===== config.mk =====
export PLATFORM = sky130hd
export DESIGN_NAME = mem_latency_rsp
export DESIGN_NICKNAME = d
export VERILOG_FILES = /design/src/rtl/mem_latency_rsp_pkg.sv /design/src/rtl/fifo_v3.sv /design/src/rtl/mem_latency_rsp.sv
export SDC_FILE = /design/constraint.sdc
export NUM_CORES = 2
export LEC_CHECK = 0
export CAP_MARGIN = 30
export CORE_ASPECT_RATIO = 0.75
export CORE_MARGIN = 2
export CORE_UTILIZATION = 60
export CTS_CLUSTER_SIZE = 20
export DETAILED_ROUTE_END_ITERATION = 8
export PLACE_DENSITY = 0.79
export SYNTH_ARGS = -nofsm -noshare
export SYNTH_HDL_FRONTEND = slang
export SYNTH_SLANG_ARGS = --single-unit

===== constraint.sdc =====
create_clock -name clk_i -period 7.3 [get_ports clk_i]
set_clock_uncertainty 0.1 [all_clocks]
set_input_delay 1.095 -clock clk_i [delete_from_list [all_inputs] [get_ports clk_i]]
set_output_delay 1.095 -clock clk_i [all_outputs]
set_load 0.02 [all_outputs]

===== src/rtl/mem_latency_rsp_pkg.sv =====
// Shared types and defaults for the fixed-latency memory read responder.
// Queue entries use the widest address/ID so one struct serves every parameterisation.
package mem_latency_rsp_pkg;

    localparam int unsigned HBMLatency     = 100;
    localparam int unsigned DefaultLatency = 100;
    localparam int unsigned DefaultMaxTxns = 32;

    localparam logic [1:0] RespOkay   = 2'b00;
    localparam logic [1:0] RespDecErr = 2'b11;

    typedef enum logic [1:0] {
        StIdle  = 2'd0,
        StWait  = 2'd1,
        StBurst = 2'd2
    } rsp_state_e;

    typedef struct packed {
        logic [63:0] addr;
        logic [7:0]  id;
        logic [7:0]  len;
        logic [31:0] ts;
    } rd_txn_t;

endpackage


===== src/rtl/fifo_v3.sv =====
// Register-based FIFO with the common_cells fifo_v3 interface.
// flush_i clears the pointers synchronously; rst_ni is the asynchronous clear.
module fifo_v3 #(
    parameter bit          FALL_THROUGH = 1'b0,
    parameter int unsigned DATA_WIDTH   = 32,
    parameter int unsigned DEPTH        = 8,
    parameter type         dtype        = logic [DATA_WIDTH-1:0],
    parameter int unsigned ADDR_DEPTH   = (DEPTH > 1) ? $clog2(DEPTH) : 1
) (
    input  logic                  clk_i,
    input  logic                  rst_ni,
    input  logic                  flush_i,
    input  logic                  testmode_i,
    output logic                  full_o,
    output logic                  empty_o,
    output logic [ADDR_DEPTH-1:0] usage_o,
    input  dtype                  data_i,
    input  logic                  push_i,
    output dtype                  data_o,
    input  logic                  pop_i
);

    localparam int unsigned         FifoDepth = (DEPTH > 0) ? DEPTH : 1;
    localparam logic [ADDR_DEPTH-1:0] PtrLast = ADDR_DEPTH'(FifoDepth - 1);
    localparam logic [ADDR_DEPTH-1:0] PtrOne  = ADDR_DEPTH'(1);
    localparam logic [ADDR_DEPTH:0]   CntOne  = (ADDR_DEPTH + 1)'(1);
    localparam logic [ADDR_DEPTH:0]   CntFull = (ADDR_DEPTH + 1)'(FifoDepth);

    logic [ADDR_DEPTH-1:0] read_ptr_q, read_ptr_d, write_ptr_q, write_ptr_d;
    logic [ADDR_DEPTH:0]   status_cnt_q, status_cnt_d;
    logic                  mem_we;
    logic                  unused_testmode;
    dtype                  mem_q [FifoDepth];

    assign unused_testmode = testmode_i;
    assign usage_o = status_cnt_q[ADDR_DEPTH-1:0];
    assign full_o  = (status_cnt_q == CntFull);
    assign empty_o = (status_cnt_q == '0) & ~(FALL_THROUGH & push_i);

    always_comb begin
        read_ptr_d   = read_ptr_q;
        write_ptr_d  = write_ptr_q;
        status_cnt_d = status_cnt_q;
        mem_we       = 1'b0;
        data_o       = mem_q[read_ptr_q];
        if (push_i && !full_o) begin
            mem_we       = 1'b1;
            write_ptr_d  = (write_ptr_q == PtrLast) ? '0 : write_ptr_q + PtrOne;
            status_cnt_d = status_cnt_q + CntOne;
        end
        if (pop_i && !empty_o) begin
            read_ptr_d   = (read_ptr_q == PtrLast) ? '0 : read_ptr_q + PtrOne;
            status_cnt_d = status_cnt_q - CntOne;
        end
        if (push_i && pop_i && !full_o && !empty_o) begin
            status_cnt_d = status_cnt_q;
        end
        // Fall-through: an empty FIFO presents the incoming word directly.
        if (FALL_THROUGH && (status_cnt_q == '0) && push_i) begin
            data_o = data_i;
            if (pop_i) begin
                status_cnt_d = status_cnt_q;
                read_ptr_d   = read_ptr_q;
                write_ptr_d  = write_ptr_q;
                mem_we       = 1'b0;
            end
        end
    end

    always_ff @(posedge clk_i or negedge rst_ni) begin
        if (!rst_ni) begin
            read_ptr_q   <= '0;
            write_ptr_q  <= '0;
            status_cnt_q <= '0;
        end else if (flush_i) begin
            read_ptr_q   <= '0;
            write_ptr_q  <= '0;
            status_cnt_q <= '0;
        end else begin
            read_ptr_q   <= read_ptr_d;
            write_ptr_q  <= write_ptr_d;
            status_cnt_q <= status_cnt_d;
        end
    end

    always_ff @(posedge clk_i) begin
        if (mem_we) begin
            mem_q[write_ptr_q] <= data_i;
        end
    end

endmodule


===== src/rtl/mem_latency_rsp.sv =====
// Fixed-latency read responder: accepts AR bursts, returns address-pattern data
// exactly Latency cycles after acceptance, in acceptance order.
module mem_latency_rsp
    import mem_latency_rsp_pkg::*;
#(
    parameter int unsigned Latency   = DefaultLatency,
    parameter int unsigned MaxTxns   = DefaultMaxTxns,
    parameter int unsigned AddrWidth = 48,
    parameter int unsigned DataWidth = 512,
    parameter int unsigned IdWidth   = 3,
    parameter logic [63:0] MemBase   = 64'h0,
    parameter logic [63:0] MemSize   = 64'h1_0000_0000
) (
    input  logic                 clk_i,
    input  logic                 rst_i,
    input  logic                 ar_valid_i,
    output logic                 ar_ready_o,
    input  logic [AddrWidth-1:0] ar_addr_i,
    input  logic [IdWidth-1:0]   ar_id_i,
    input  logic [7:0]           ar_len_i,
    output logic                 r_valid_o,
    input  logic                 r_ready_i,
    output logic [DataWidth-1:0] r_data_o,
    output logic [IdWidth-1:0]   r_id_o,
    output logic [1:0]           r_resp_o,
    output logic                 r_last_o
);

    localparam int unsigned          BeatBytes  = DataWidth / 8;
    localparam int unsigned          OffsetBits = $clog2(BeatBytes);
    localparam int unsigned          Lanes      = DataWidth / 64;
    localparam int unsigned          OccWidth   = $clog2(MaxTxns) + 1;
    localparam logic [OccWidth-1:0]  OccFull    = OccWidth'(MaxTxns);
    localparam logic [OccWidth-1:0]  OccOne     = OccWidth'(1);
    localparam logic [31:0]          DueAge     = 32'(Latency - 1);
    localparam logic [AddrWidth-1:0] OffsetMask = AddrWidth'(BeatBytes - 1);
    localparam rsp_state_e           FreshState = (Latency == 1) ? StBurst : StWait;

    rsp_state_e                  state_q, state_d;
    rd_txn_t                     head_q, head_d, fifo_rdata, new_txn;
    logic [7:0]                  beat_q, beat_d;
    logic [31:0]                 counter_q;
    logic [OccWidth-1:0]         occ_q, occ_d;
    logic                        ar_hs, r_hs, is_last, last_hs;
    logic                        load_from_ar, fifo_push, fifo_pop;
    logic                        fifo_full, fifo_empty;
    logic [$clog2(MaxTxns)-1:0]  fifo_usage;
    logic [AddrWidth-1:0]        base_addr, beat_addr;
    logic                        in_win;
    logic                        unused_sig;

    assign ar_ready_o = (occ_q != OccFull);
    assign ar_hs      = ar_valid_i & ar_ready_o;
    assign r_valid_o  = (state_q == StBurst);
    assign r_hs       = r_valid_o & r_ready_i;
    assign is_last    = (beat_q == head_q.len);
    assign last_hs    = r_hs & is_last;

    assign new_txn = '{addr: 64'(ar_addr_i), id: 8'(ar_id_i), len: ar_len_i, ts: counter_q};

    // The current burst lives in head_q; the FIFO holds the ones behind it, so
    // its output is the next head and can be judged due before the last beat pops.
    assign load_from_ar = ar_hs & ((state_q == StIdle) | (last_hs & fifo_empty));
    assign fifo_push    = ar_hs & ~load_from_ar;
    assign fifo_pop     = last_hs & ~fifo_empty;

    fifo_v3 #(
        .FALL_THROUGH (1'b0),
        .DATA_WIDTH   ($bits(rd_txn_t)),
        .DEPTH        (MaxTxns),
        .dtype        (rd_txn_t)
    ) u_txn_fifo (
        .clk_i      (clk_i),
        .rst_ni     (1'b1),
        .flush_i    (rst_i),
        .testmode_i (1'b0),
        .full_o     (fifo_full),
        .empty_o    (fifo_empty),
        .usage_o    (fifo_usage),
        .data_i     (new_txn),
        .push_i     (fifo_push),
        .data_o     (fifo_rdata),
        .pop_i      (fifo_pop)
    );

    always_comb begin
        occ_d = occ_q;
        if (ar_hs && !last_hs) begin
            occ_d = occ_q + OccOne;
        end else if (!ar_hs && last_hs) begin
            occ_d = occ_q - OccOne;
        end
    end

    // A head is due at ts+Latency, so BURST is entered one cycle earlier.
    always_comb begin
        state_d = state_q;
        head_d  = head_q;
        beat_d  = beat_q;
        unique case (state_q)
            StIdle: begin
                if (ar_hs) begin
                    head_d  = new_txn;
                    state_d = FreshState;
                end
            end
            StWait: begin
                if ((counter_q - head_q.ts) >= DueAge) begin
                    state_d = StBurst;
                end
            end
            StBurst: begin
                if (r_hs) begin
                    beat_d = beat_q + 8'd1;
                    if (is_last) begin
                        beat_d = '0;
                        if (!fifo_empty) begin
                            head_d  = fifo_rdata;
                            state_d = ((counter_q - fifo_rdata.ts) >= DueAge) ? StBurst : StWait;
                        end else if (ar_hs) begin
                            head_d  = new_txn;
                            state_d = FreshState;
                        end else begin
                            state_d = StIdle;
                        end
                    end
                end
            end
            default: state_d = StIdle;
        endcase
    end

    always_ff @(posedge clk_i) begin
        if (rst_i) begin
            state_q   <= StIdle;
            head_q    <= '0;
            beat_q    <= '0;
            counter_q <= '0;
            occ_q     <= '0;
        end else begin
            state_q   <= state_d;
            head_q    <= head_d;
            beat_q    <= beat_d;
            counter_q <= counter_q + 32'd1;
            occ_q     <= occ_d;
        end
    end

    assign base_addr = head_q.addr[AddrWidth-1:0] & ~OffsetMask;
    assign beat_addr = base_addr + (AddrWidth'(beat_q) << OffsetBits);
    assign in_win    = (head_q.addr >= MemBase) && ((head_q.addr - MemBase) < MemSize);

    always_comb begin
        r_data_o = '0;
        r_id_o   = '0;
        r_resp_o = RespOkay;
        r_last_o = 1'b0;
        if (state_q == StBurst) begin
            r_id_o   = head_q.id[IdWidth-1:0];
            r_last_o = is_last;
            if (in_win) begin
                for (int k = 0; k < Lanes; k++) begin
                    r_data_o[64*k +: 64] = 64'(beat_addr) + 64'(8 * k);
                end
            end else begin
                r_resp_o = RespDecErr;
            end
        end
    end

    assign unused_sig = ^{fifo_usage, fifo_full, head_q.id};

endmodule


==> impl_summary.md <==
Synthesis
The share of the Yosys chip area taken by registers is 0.7173. After synthesis, the cell types taking the most area are sky130_fd_sc_hd__edfxtp_1, sky130_fd_sc_hd__mux4_2, sky130_fd_sc_hd__buf_4. The count of yosys warnings during synthesis is 0. The share of synthesized registers carrying an async set or reset is 0. In this run, synthesis produced a sequential element count of roughly 2900.

The main flop type after synthesis is sky130_fd_sc_hd__edfxtp_1. The cell accounting for the most synthesized area is sky130_fd_sc_hd__edfxtp_1. The number of distinct library cell variants in the gate-level netlist after synthesis is 84. The area share of the largest cell type after synthesis is 0.6886. The gate count of the mapped netlist is 6028. The number of flops mapped to enable cells by yosys is roughly 2700. The synthesized netlist occupies a cell area of approximately 0.12 mm2. The average footprint of a synthesized cell is roughly 20 um2.

Setup path
Of all nets on the critical path, the largest fanout is 8. Data on the critical path is required at its endpoint by 6.11 ns. STA classifies the critical path endpoint as an output pin. The worst setup path is launched from a register. The critical path is of the register to output pin type.

The worst path arrival time is about 5.8 ns.

Run
The reported max-cap violation count is 0.

Power and ir drop
For this design the ratio of total power to cell area is roughly 270 mW/mm2. IR analysis of the VDD net gives a maximum drop of ~0.31 mV. The leakage power summed over all cells is 0.04196 uW. After layout, the design draws a total of ~36000 uW.

CTS
The clock tree from TritonCTS is yes. The clock latency of the later-clocked register in the worst-skew pair is about 0.94 ns. The total of hold buffers inserted after clock tree synthesis is 0. The number of gates resized after cts is 0.

Post-CTS timing repair inserted 0 buffers for setup. The number of levels the H-tree was split into is 5. In this run the deepest clock path goes through 4 buffers.

The number of buffers added by the clock tree synthesis step is 280. The clock slew seen by the registers of the worst setup and hold paths is around 0.060 ns. The clock net in this run drives a total of slightly below 3000 sinks. The library cell used as clock root buffer is sky130_fd_sc_hd__clkbuf_16.

Route
The first TritonRoute pass finished after 6 iterations. In the routed design, unresolved DRC markers number 0. The detailed-route vias per instance is ~6.8. The average wire length per cell after detail routing is between 30 and 40 um. The detailed router finished its first iteration with 9856 violations. The final wirelength is a little over 300000 um. Once detail routing completed, the nets flagged for antenna violations numbered 0.

Summing over every cut layer, the via total after detailed routing is around 63000.

Global route
The maximum number of pins on one net before global-route repair is 96. Global routing finished with a remaining overflow of 0. The first global-routing pass estimated 438100 um of wire.

The total track usage is 0.3052. The via count of the first global-routing pass came to ~62000. The initial antenna violation count was 10.

Timing
After layout, the worst setup slack is 0.3227 ns. The top achievable clock speed is ~140 MHz. The post-layout minimum cycle time is between 6 and 7 ns.

The count of final max-slew check failures is 0. The transition time at the pin with the least slew margin is roughly 1.1 ns. Measured against its own limit, the worst slew margin works out to 0.2688. The final number of hold-violating endpoints is 0. The aggregate negative setup slack is 0 ns.

Setup repair after global routing left no endpoint under its margin. Setup violations remaining at the end of the flow were counted as 0. In the finished design, the share of the clock period the worst path needs comes to 0.9558.

Die
For this design the top-level I/O count stands at 583. The total area inside the core boundary comes to slightly below 0.2 mm2. The floorplan step set the die width to about 520 um. For this configuration, the core starts out at a cell density of 0.6030. The initialized floorplan defines 141 standard-cell rows. The die footprint is 0.2013 mm2. Measured along the y axis, the die boundary spans around 390 um.

Status
The run finished with clean final reports.

Layout
In the final layout, the share of cells above drive strength 1 is 0.2332. After the last flow step, the layout net total stands at 6499. The library cells used most frequently in the layout, excluding fill and tap cells, are sky130_fd_sc_hd__edfxtp_1, sky130_fd_sc_hd__mux4_2, sky130_fd_sc_hd__nor2_1, sky130_fd_sc_hd__clkbuf_16, sky130_fd_sc_hd__clkdlybuf4s50_1. The utilization after layout is 0.6765. Relative to the synthesized area, the layout overhead comes to 12.19%. The library cell used most frequently in the layout, excluding fill and tap cells, is sky130_fd_sc_hd__edfxtp_1.

Place
In this run the tool buffered the top-level ports with 292 buffer cells. Routability-driven placement finished with a final weighted congestion of roughly 0.9. Before CTS, the worst setup slack after placement is a little over 1 ns. The HPWL after detailed placement is approximately 160000 um.

Min path
In this run the worst hold path is classified as register to register.
[area by class of cell]
| type | count | area, um2 |
|---|---|---|
| repair buffers | 523 | 5824 |
| multi-input cells | 2580 | 29800 |
| fillers | 11670 | 63630 |
| flip-flops and latches | 2890 | 85100 |
| well taps | 2645 | 3309 |
| clock buffers | 371 | 7750 |
| clock inverters | 109 | 1022 |
| diodes | 4 | 10.01 |
| inverters | 67 | 251.5 |
[layer usage]
metal	up-vias	track usage	wire [um]
li1	24360	-	-
met1	32390	0.4351	112900
met2	5062	0.4727	149100
met3	779	0.06668	38070
met4	14	0.1092	11790
met5	-	0	99
[worst paths after layout]
kind	slack, ns	to	start	depth (start not counted)
min	0.36	head_q[107]	head_q[107]	1
min reg2reg	0.36	head_q[107]	head_q[107]	1
max reg2reg	0.85	state_q[0]	register	16
max	0.32	r_data_o[350]	beat_q[0]	14
[registers in the layout (all words and copies together), names as in the netlist, named ones only]
name and flops:
base_addr 42, beat_q 8, counter_q 32, head_q 59, occ_q 6, state_q 2, u_txn_fifo.mem_q 2720, u_txn_fifo.read_ptr_q 5
u_txn_fifo.status_cnt_q 6, u_txn_fifo.write_ptr_q 5
[through the flow]
| step | area [um2] | hold slack, ns | instances |
|---|---|---|---|
| after floorplan | 119700 | 0.3302 | 6311 |
| after global placement | 123300 | 0.3423 | 8667 |
| after detailed placement | 123800 | 0.3441 | 8687 |
| after CTS | 132600 | 0.3645 | 9167 |
| after global routing | 133100 | 0.3837 | 9187 |
| final | 133100 | 0.3632 | 9189 |
[kinds of logic (layout without fill, tap and decap cells)]
family | after synthesis | after routing | synth area share
multiplexers | 954 | 954 | 0.1702
buffers and inverters | 841 | 1070 | 0.04250
AO/OA/AOI/OAI | 463 | 463 | 0.02516
flip-flops | 2890 | 2890 | 0.7173
adder cells (fa/ha/maj) | 94 | 94 | 0.01023
other | 1 | 288 | 0.00003162
AND/OR/NAND/NOR | 683 | 683 | 0.02702
XOR/XNOR | 102 | 102 | 0.007532
[report_power, final]
group / switching (uW) / internal, uW
Clock: 6110 / 8150
Sequential: 202 / 18400
Combinational: 2080 / 1120
Total: 8390 / 27600
[synthesized netlist by cell type (all sizes together) (4+ instances only)]
library cell and count:
edfxtp 2720, mux4 850, buf 566, nor2 331, clkbuf 208, a21oi 179
dfxtp 170, nand2 102, mux2i 100, a211oi 97, ha 89, inv 67
o21ai 56, xnor2 51, xor2 51, a21o 40, nand4 35, nand3 33
and2 31, and3 24, nor4 24, or3 21, nor3 19, a31oi 15
nor2b 15, nand2b 13, o21a 10, o21bai 9, nand3b 8, nor3b 6
a31o 5, fa 5, o211ai 5, o22ai 5, a211o 4, a21boi 4
and4 4, mux2 4, o221ai 4, or4 4
[worst max-delay path, cell delays in order (launching register included)]
cell	delay [ns]
sky130_fd_sc_hd__dfxtp_1	0.52
sky130_fd_sc_hd__ha_1	0.34
sky130_fd_sc_hd__fa_1	0.32
sky130_fd_sc_hd__a21o_1	0.15
sky130_fd_sc_hd__a21oi_1	0.15
sky130_fd_sc_hd__o21bai_1	0.18
sky130_fd_sc_hd__a21oi_1	0.14
sky130_fd_sc_hd__o21bai_1	0.20
sky130_fd_sc_hd__a21o_1	0.18
sky130_fd_sc_hd__nand2_1	0.20
sky130_fd_sc_hd__nor4_1	0.88
sky130_fd_sc_hd__nand3_1	0.25
sky130_fd_sc_hd__xor2_1	0.24
sky130_fd_sc_hd__nor2_1	0.40
sky130_fd_sc_hd__clkdlybuf4s50_1	0.71
Power figures use the tool's default switching activity.
